## config.mk

```make
export PLATFORM = sky130hd
export DESIGN_NAME = multdiv
export DESIGN_NICKNAME = d
export VERILOG_FILES = /design/src/rtl/multdiv.sv
export SDC_FILE = /design/constraint.sdc
export NUM_CORES = 1
export LEC_CHECK = 0
export CAP_MARGIN = 20
export CORE_UTILIZATION = 30
export DETAILED_ROUTE_END_ITERATION = 10
export SETUP_SLACK_MARGIN = 0.1
export SYNTH_ARGS = -nofsm -noshare
export SYNTH_HDL_FRONTEND = slang
export SYNTH_SLANG_ARGS = --single-unit
```

## constraint.sdc

```tcl
create_clock -name clock -period 6.8 [get_ports clock]
set_input_delay 1.36 -clock clock [delete_from_list [all_inputs] [get_ports clock]]
set_output_delay 1.36 -clock clock [all_outputs]
set_load 0.05 [all_outputs]
```

## src/rtl/multdiv.sv

```systemverilog
// -----------------------------------------------------------------------------
// multdiv -- iterative signed 32-bit multiplier / divider
//
// Multiply uses radix-2 Booth recoding. Divide uses restoring division on
// magnitudes. Both take one iteration per clock. A single 32-bit adder
// instance carries every add and subtract.
//
// Timing: a start strobe sampled at edge t0 loads the operands and enters
// MULT or DIV. Iterations run on edges t0+1 .. t0+32. Edge t0+33 forms the
// final result and enters DONE. data_resultRDY is high for the cycle that
// follows edge t0+33.
//
// Handshake: ctrl_MULT / ctrl_DIV are level strobes sampled on every rising
// edge in any state. A sampled start aborts the operation in progress.
// ctrl_MULT wins when both strobes are high. data_resultRDY is a one-cycle
// valid pulse with no ready back-pressure. data_result and data_exception
// keep their value until a later operation completes.
//
// Ports:
//   clock          in   rising-edge clock
//   reset_n        in   asynchronous active-low reset
//   data_operandA  in   signed multiplicand / dividend
//   data_operandB  in   signed multiplier / divisor
//   ctrl_MULT      in   start-multiply strobe
//   ctrl_DIV       in   start-divide strobe
//   data_result    out  signed result (low product bits / quotient)
//   data_exception out  product overflow, divide by zero, or MIN / -1
//   data_resultRDY out  one-cycle result-valid pulse (state DONE)
//   busy           out  high in MULT and DIV
//   o_dbg_state    out  current FSM state, for debug and checkers
// -----------------------------------------------------------------------------

// Shared 32-bit ripple adder. Subtraction is done by the caller, which feeds
// the inverted operand with i_cin = 1.
module multdiv_adder32 (
  input  logic [31:0] i_a,
  input  logic [31:0] i_b,
  input  logic        i_cin,
  output logic [31:0] o_sum,
  output logic        o_cout
);
  assign {o_cout, o_sum} = {1'b0, i_a} + {1'b0, i_b} + {32'd0, i_cin};
endmodule

module multdiv #(
  parameter int WIDTH = 32  // only 32 is supported
) (
  input  logic             clock,
  input  logic             reset_n,
  input  logic [WIDTH-1:0] data_operandA,
  input  logic [WIDTH-1:0] data_operandB,
  input  logic             ctrl_MULT,
  input  logic             ctrl_DIV,
  output logic [WIDTH-1:0] data_result,
  output logic             data_exception,
  output logic             data_resultRDY,
  output logic             busy,
  output logic [1:0]       o_dbg_state
);

  typedef enum logic [1:0] {
    S_IDLE = 2'd0,
    S_MULT = 2'd1,
    S_DIV  = 2'd2,
    S_DONE = 2'd3
  } state_t;

  state_t             r_state;
  state_t             w_next_state;
  logic [5:0]         r_count;
  logic [WIDTH-1:0]   r_hi;      // MULT: product high half, DIV: remainder
  logic [WIDTH-1:0]   r_lo;      // MULT: product low half,  DIV: quotient
  logic               r_qm1;     // Booth q-1 bit
  logic [WIDTH-1:0]   r_opa;     // multiplicand
  logic [WIDTH-1:0]   r_opb;     // signed divisor
  logic               r_neg;     // quotient must be negated
  logic               r_div0;    // divisor was zero
  logic               r_ovf;     // MIN / -1 case
  logic [WIDTH-1:0]   r_result;
  logic               r_exc;

  logic               w_start;
  logic               w_iter;
  logic               w_finish;
  logic [WIDTH-1:0]   w_add_a;
  logic [WIDTH-1:0]   w_add_b;
  logic               w_add_cin;
  logic [WIDTH-1:0]   w_sum;
  logic               w_cout;
  logic [1:0]         w_booth;
  logic [WIDTH-1:0]   w_booth_hi;
  logic [WIDTH-1:0]   w_rem_sh;

  assign w_start  = ctrl_MULT | ctrl_DIV;
  // Counter values 0..31 mean iterations are still pending. Value 32 is the
  // result-forming cycle.
  assign w_iter   = ~r_count[5];
  assign w_finish = (r_state == S_MULT || r_state == S_DIV) && !w_iter;
  assign w_booth  = {r_lo[0], r_qm1};
  assign w_rem_sh = {r_hi[WIDTH-2:0], r_lo[WIDTH-1]};

  multdiv_adder32 u_adder (
    .i_a    (w_add_a),
    .i_b    (w_add_b),
    .i_cin  (w_add_cin),
    .o_sum  (w_sum),
    .o_cout (w_cout)
  );

  // Adder operand selection. On a start cycle the adder forms -A. That value
  // becomes the dividend magnitude when A is negative.
  always_comb begin
    w_add_a   = '0;
    w_add_b   = '0;
    w_add_cin = 1'b0;
    if (w_start) begin
      w_add_b   = ~data_operandA;
      w_add_cin = 1'b1;
    end else if (r_state == S_MULT && w_iter) begin
      w_add_a = r_hi;
      if (w_booth == 2'b10) begin
        w_add_b   = ~r_opa;
        w_add_cin = 1'b1;
      end else begin
        w_add_b = r_opa;
      end
    end else if (r_state == S_DIV && w_iter) begin
      // Trial subtract of |B|. For a negative B, rem - |B| equals rem + B.
      // In both forms the carry out is set exactly when rem >= |B|.
      w_add_a = w_rem_sh;
      if (r_opb[WIDTH-1]) begin
        w_add_b = r_opb;
      end else begin
        w_add_b   = ~r_opb;
        w_add_cin = 1'b1;
      end
    end else if (r_state == S_DIV) begin
      // Result-forming cycle: negate the quotient.
      w_add_b   = ~r_lo;
      w_add_cin = 1'b1;
    end
  end

  assign w_booth_hi = (w_booth[1] ^ w_booth[0]) ? w_sum : r_hi;

  // FSM state register
  always_ff @(posedge clock or negedge reset_n) begin
    if (!reset_n) r_state <= S_IDLE;
    else          r_state <= w_next_state;
  end

  // FSM next state
  always_comb begin
    w_next_state = r_state;
    if (ctrl_MULT) begin
      w_next_state = S_MULT;
    end else if (ctrl_DIV) begin
      w_next_state = S_DIV;
    end else begin
      case (r_state)
        S_IDLE: w_next_state = S_IDLE;
        S_MULT: if (!w_iter) w_next_state = S_DONE;
        S_DIV:  if (!w_iter) w_next_state = S_DONE;
        S_DONE: w_next_state = S_IDLE;
        default: w_next_state = S_IDLE;
      endcase
    end
  end

  // Datapath
  always_ff @(posedge clock or negedge reset_n) begin
    if (!reset_n) begin
      r_count  <= '0;
      r_hi     <= '0;
      r_lo     <= '0;
      r_qm1    <= 1'b0;
      r_opa    <= '0;
      r_opb    <= '0;
      r_neg    <= 1'b0;
      r_div0   <= 1'b0;
      r_ovf    <= 1'b0;
      r_result <= '0;
      r_exc    <= 1'b0;
    end else if (w_start) begin
      r_count <= '0;
      r_hi    <= '0;
      r_qm1   <= 1'b0;
      r_opa   <= data_operandA;
      r_opb   <= data_operandB;
      r_neg   <= data_operandA[WIDTH-1] ^ data_operandB[WIDTH-1];
      r_div0  <= (data_operandB == '0);
      r_ovf   <= (data_operandA == {1'b1, {(WIDTH-1){1'b0}}}) &&
                 (data_operandB == {WIDTH{1'b1}});
      if (ctrl_MULT)                   r_lo <= data_operandB;
      else if (data_operandA[WIDTH-1]) r_lo <= w_sum;
      else                             r_lo <= data_operandA;
    end else if (r_state == S_MULT && w_iter) begin
      // Arithmetic right shift of {hi, lo, q-1} after the Booth add.
      {r_hi, r_lo, r_qm1} <= {w_booth_hi[WIDTH-1], w_booth_hi, r_lo};
      r_count <= r_count + 6'd1;
    end else if (r_state == S_DIV && w_iter) begin
      r_hi    <= w_cout ? w_sum : w_rem_sh;
      r_lo    <= {r_lo[WIDTH-2:0], w_cout};
      r_count <= r_count + 6'd1;
    end else if (w_finish) begin
      if (r_state == S_MULT) begin
        r_result <= r_lo;
        r_exc    <= (r_hi != {WIDTH{r_lo[WIDTH-1]}});
      end else begin
        if (r_div0)     r_result <= '0;
        else if (r_neg) r_result <= w_sum;
        else            r_result <= r_lo;
        r_exc <= r_div0 | r_ovf;
      end
    end
  end

  assign data_result    = r_result;
  assign data_exception = r_exc;
  assign data_resultRDY = (r_state == S_DONE);
  assign busy           = (r_state == S_MULT) || (r_state == S_DIV);
  assign o_dbg_state    = r_state;

endmodule
```

# Yosys cells after proc, flatten, opt, wreduce, memory -nomap -nowiden
# Cells that the tools add are included.
[classes] addsub=3 n_eq_ne=8 n_mux=38 bitwise_logic=12 n_reduce_logical=12
[ops] cell="$mux 32" n=22
[ops] cell="$not 32->32" n=4
[ops] cell="$eq 32x32->1 const B" n=2
[ops] cell="$add 32x32->33" n=1
[ops] cell="$add 33x1->33" n=1
[ops] cell="$logic_not 32->1" n=1
[ops] cell="$ne 32x32->1" n=1
[ops] cell="$mux 6" n=3
[ops] cell="$mux 1" n=9
[ops] cell="$add 6x1->6 const B" n=1
[ops] cell="$eq 2x2->1 const B" n=3
[ops] cell="$mux 2" n=3
[ops] cell="$logic_and 1x1->1" n=4
[ops] cell="$ne 4x1->1 const B" n=1
[ops] cell="$not 1->1" n=4
[ops] cell="$pmux 2 s2" n=1
[ops] cell="$reduce_and 4->1" n=1
[ops] cell="$reduce_or 2->1" n=2
[ops] cell="$reduce_bool 3->1" n=1
[ops] cell="$eq 2x1->1 const B" n=1
[ops] cell="$logic_not 2->1" n=1
[ops] cell="$or 1x1->1" n=2
[ops] cell="$reduce_bool 2->1" n=1
[ops] cell="$xor 1x1->1" n=2
[ops] cell="$logic_or 1x1->1" n=1
[totals] regBits=173 out_inout_bits=37 elab_cells=85

# Logic depth before layout (Yosys ltp)
[depth] word_depth=11 ltp_mapped=22

# Cells and area by module
# Synthesis repeated with hierarchy kept, for this count alone.
[unflattened] cells_unflattened=1610 hier_area_um2=13274.0
[modules_own_cells] mod="multdiv" n_inst=1 cells_per_inst=1373 area_per_inst_um2=11559.8 seq_area_each_um2=4329.2
[modules_own_cells] mod="multdiv_adder32" n_inst=1 cells_per_inst=237 area_per_inst_um2=1714.1 seq_area_each_um2=0.0

# Least setup slack after synthesis
# No wires, ideal clock.
[synth_path] kind="input -> register" start="input ctrl_MULT" end="register r_hi[18]" setup_ps=126 arrival_ps=5375 required_ps=6674 setup_slack_ps=1299 stages=19 path_cell_list="or2_2 > clkbuf_1 > clkbuf_1 > clkbuf_1 > clkbuf_1 > a21oi_1 > nand2_1 > fa_1 > inv_1 > fa_1 > nor2b_1 > o31ai_1 > a211o_1 > and3b_4 > or3_1 > buf_6 > nand2_8 > mux2_1 > a221o_1"
[synth_via] elab_chain_cells=8 word_cells_on_any_way=12
[synth_rtl] item="start: declaration" line_no="52" rtl="input logic ctrl_MULT,"
[synth_rtl] item="$or 1x1->1 *" line_no="94" rtl="assign w_start = ctrl_MULT | ctrl_DIV;"
[synth_rtl] item="$mux 32" line_no="116" rtl="if (w_start) begin"
[synth_rtl] item="$add 32x32->33" line_no="42" rtl="assign {o_cout, o_sum} = {1'b0, i_a} + {1'b0, i_b} + {32'd0, i_cin};"
[synth_rtl] item="$add 33x1->33" line_no="42"
[synth_rtl] item="$mux 32" line_no="202" rtl="r_hi <= w_cout ? w_sum : w_rem_sh;"
[synth_rtl] item="$mux 32" line_no="201" rtl="end else if (r_state == S_DIV && w_iter) begin"
[synth_rtl] item="$mux 32" line_no="197" rtl="end else if (r_state == S_MULT && w_iter) begin"
[synth_rtl] item="$mux 32" line_no="184" rtl="end else if (w_start) begin"
[synth_rtl] item="end signal: assignment" line_no="199" rtl="{r_hi, r_lo, r_qm1} <= {w_booth_hi[WIDTH-1], w_booth_hi, r_lo};"
[synth_rtl] item="end signal: assignment" line_no="202"
[synth_rtl] item="end: declaration" line_no="71" rtl="logic [WIDTH-1:0] r_hi;"
# Every way passes the cells marked *; elsewhere a longest branch is shown, timed or not. The select of a mux whose other input is x is not followed.
# A chain may end at the register's enable or synchronous reset.

# Worst setup path in the final report
[layout_path] start="input ctrl_MULT" end="register r_hi[8]"
# Same word-level chain as after synthesis.

==> run summary <==
Largest net degree at the start of global routing - 73
Commonest non-fill, non-tap cell in the layout - nand2_1
FP Rows - 75
Worst setup SP type - primary input
Final min period - 5748 ps
Cell count after synthesis - 1631
Placer Congestion - 0.9466
GRT Total Usage - 0.2483
Hold path start - r_opb[29]
Adder-Cell Fraction of Synth Area - 0.03821
Detailed Routing Iterations Pass 1 - 8
Synthesized flop and latch total - 173
Area growth, synth to finish - 16.59%
Lkg Pwr - 0.006271 uW
Layout Nets - 1771
# DRC - 0
Commonest cells after routing, fill and taps aside - 332 x nand2_1, 173 x dfrtp_1, 130 x nor2_1
Rel. slew slack - 0.2980
Die ar. - 43620 um^2
Share of layout cells above drive strength 1 - 0.06436
Number of diodes - 0
Sequential area share after synthesis - 0.3373
Worst Hold Path Cells - 2
Tcrit/Tclk final - 0.8453
Hold Crit Endpoint - r_opb[29]
Initial Utilization - 0.3053
Critical R2R Capture - r_hi[9]
R2R setup slack - 1100 ps
Crit Path Category - primary input to flip-flop
Final cell count without fillers - 2217
CTS HTree Levels - 4
DRT iter0 DRCs - 2185
Die extent in x - 208.9 um
Clock buffers created by TritonCTS - 17
Setup Slack @ Placement - 690.5 ps
Fmax - 0.1740 GHz
IO Port Bufs - 104
First-pass GRT wire length - 83140 um
Slew @ Worst Pin - 1040 ps
Final Instance Area - 14970 um^2
Final setup skew - 13.74 ps
CTS resizes - 0
Largest family of logic cells by synthesized area - compound AO/OA/AOI/OAI gates
# fillers - 4357
WL per Instance - 24.67 um
Final Slew Violations - 0
Placed insts - 2185
Yosys warns - 0
Post-synthesis simple-gate area fraction - 0.2063
Power Density - 209.1 nW/um^2
Max-capacitance violation count - 0
CTS max path bufs - 2
Async S/R FF share, synth - 1.000
Synth Area per Inst - 7.870 um^2
Worst r2r src - o_dbg_state[1]
RSZ-0062 raised after global routing - false
Setup TNS - 0 ps
Post-DP HPWL - 38710 um
Post-synthesis net count - 1737
Crit path capture type - flip-flop
Final worst setup slack - 1052 ps
EDFF count, synth - 0
Finished Core Util - 0.3560
WP data required - 7160 ps
Final hold viol count - 0
Clock-pin slew on the worst setup and hold paths - 80 ps
CTS Sinks - 173
Hold crit path type - flip-flop to flip-flop
CTS Hold Bufs - 0
Die height - 208.9 um
Final setup viols - 0
Critical Path AT - 6110 ps
Vias in the first global route - 12920
Critical Path Fanout Max - 43
Vias per cell - 6.169
Clock root buffer - clkbuf_16
Total congestion overflow - 0
CTS tree - built
IO Count - 105
Main synth FF type - dfrtp_1
Core area - 42040 um^2
Via count - 13680
Synth Area in XOR/XNOR - 0.06346
Post-synthesis cell type count - 74
Run status - finished, final reports clean
Post-CTS Setup Inserts - 0
Detailed Route WL - 54680 um
Synth Area in Compound Gates - 0.2774
Clk_lat worst skew - 450 ps
Worst R2R Path Depth - 16
Peak supply drop - 0.1765 mV
Initial antenna violation count - 0
ANT nets after route - 0
Multiplexer area fraction after synthesis - 0.03158
Post-DP Area - 14380 um^2
Mapped Area - 12840 um^2
## metal layers
metal	track usage	wire (um)	up-vias
met4	0.09026	1745	0
met1	0.3488	23580	6711
met5	0	0	-
met3	0.05591	5629	105
met2	0.3705	23730	828
li1	-	-	6033
## area by class of cell
class / instances / area, um^2 / share of cell area
Multi-Input combinational cell: 1312 / 7960 / 0.5319
Tap cell: 539 / 674.4 / 0.04506
Timing Repair Buffer: 143 / 1348 / 0.09004
Clock buffer: 18 / 439.2 / 0.02935
Clock inverter: 14 / 147.6 / 0.009865
Inverter: 18 / 67.56 / 0.004515
Sequential cell: 173 / 4329 / 0.2893
## cells in the mapped netlist, types with 27 or more instances
| cell type | instances | share of area |
|---|---|---|
| clkbuf_1 | 102 | 0.030 |
| a22o_1 | 30 | 0.020 |
| mux2i_1 | 27 | 0.021 |
| a21oi_1 | 129 | 0.050 |
| o22ai_1 | 42 | 0.020 |
| nand2_1 | 332 | 0.097 |
| nor2_1 | 134 | 0.039 |
| a221oi_1 | 62 | 0.042 |
| ha_1 | 36 | 0.035 |
| o21ai_0 | 89 | 0.035 |
| dfrtp_1 | 173 | 0.34 |
| xor2_1 | 68 | 0.046 |
## report_power, final
part | switching [uW] | internal (uW)
Combinational | 587 | 302
Clock | 490 | 530
Sequential | 113 | 1110
Total | 1190 | 1940
## per-stage QoR
| stage | hold WS (ps) | total power [uW] |
|---|---|---|
| 3_3_place_gp | 469.1 | 2092 |
| 4_1_cts | 491.7 | 3106 |
| 5_1_grt | 512.0 | 3237 |
| 3_5_place_dp | 476.3 | 2093 |
| 2_1_floorplan | 458.3 | 1736 |
| 6_report | 488.3 | 3129 |
## how the worst max path moves through the flow
stage                              start  endpoint  slack (ps)
after floorplan                ctrl_MULT  r_hi[18]        1300
after global placement         ctrl_MULT  r_hi[18]         800
after detailed placement       ctrl_MULT  r_hi[18]         690
after CTS                      ctrl_MULT  r_hi[18]        1150
after global routing      o_dbg_state[1]   r_hi[9]         820
final                          ctrl_MULT   r_hi[8]        1050
## flip-flops by register name, indices dropped and copies added (netlist names)
name and count:
data_exception 1, data_result 32, o_dbg_state 2, r_count 6
r_div0 1, r_hi 32, r_lo 32, r_neg 1
r_opa 32, r_opb 32, r_ovf 1, r_qm1 1
## critical path, stage by stage
cell and delay, ps:
clkdlybuf4s50_1 480, or2_4 410, nor2_4 150, buf_4 500, a22oi_1 230, fa_1 460
nor2b_1 190, o31ai_1 140, a211o_1 450, and3b_4 290, nor3_2 440, nor2_1 260
buf_4 260, o311a_1 290, o22ai_1 170
## kinds of logic after synthesis
group / Yosys count
xor gates and xnor gates: 93
adders and majority gates: 38
buffers and inverters: 146
and+or+nand+nor: 611
DFF: 173
muxes: 39
AOI/OAI and AO/OA: 531
Power figures use the tool's default switching activity.
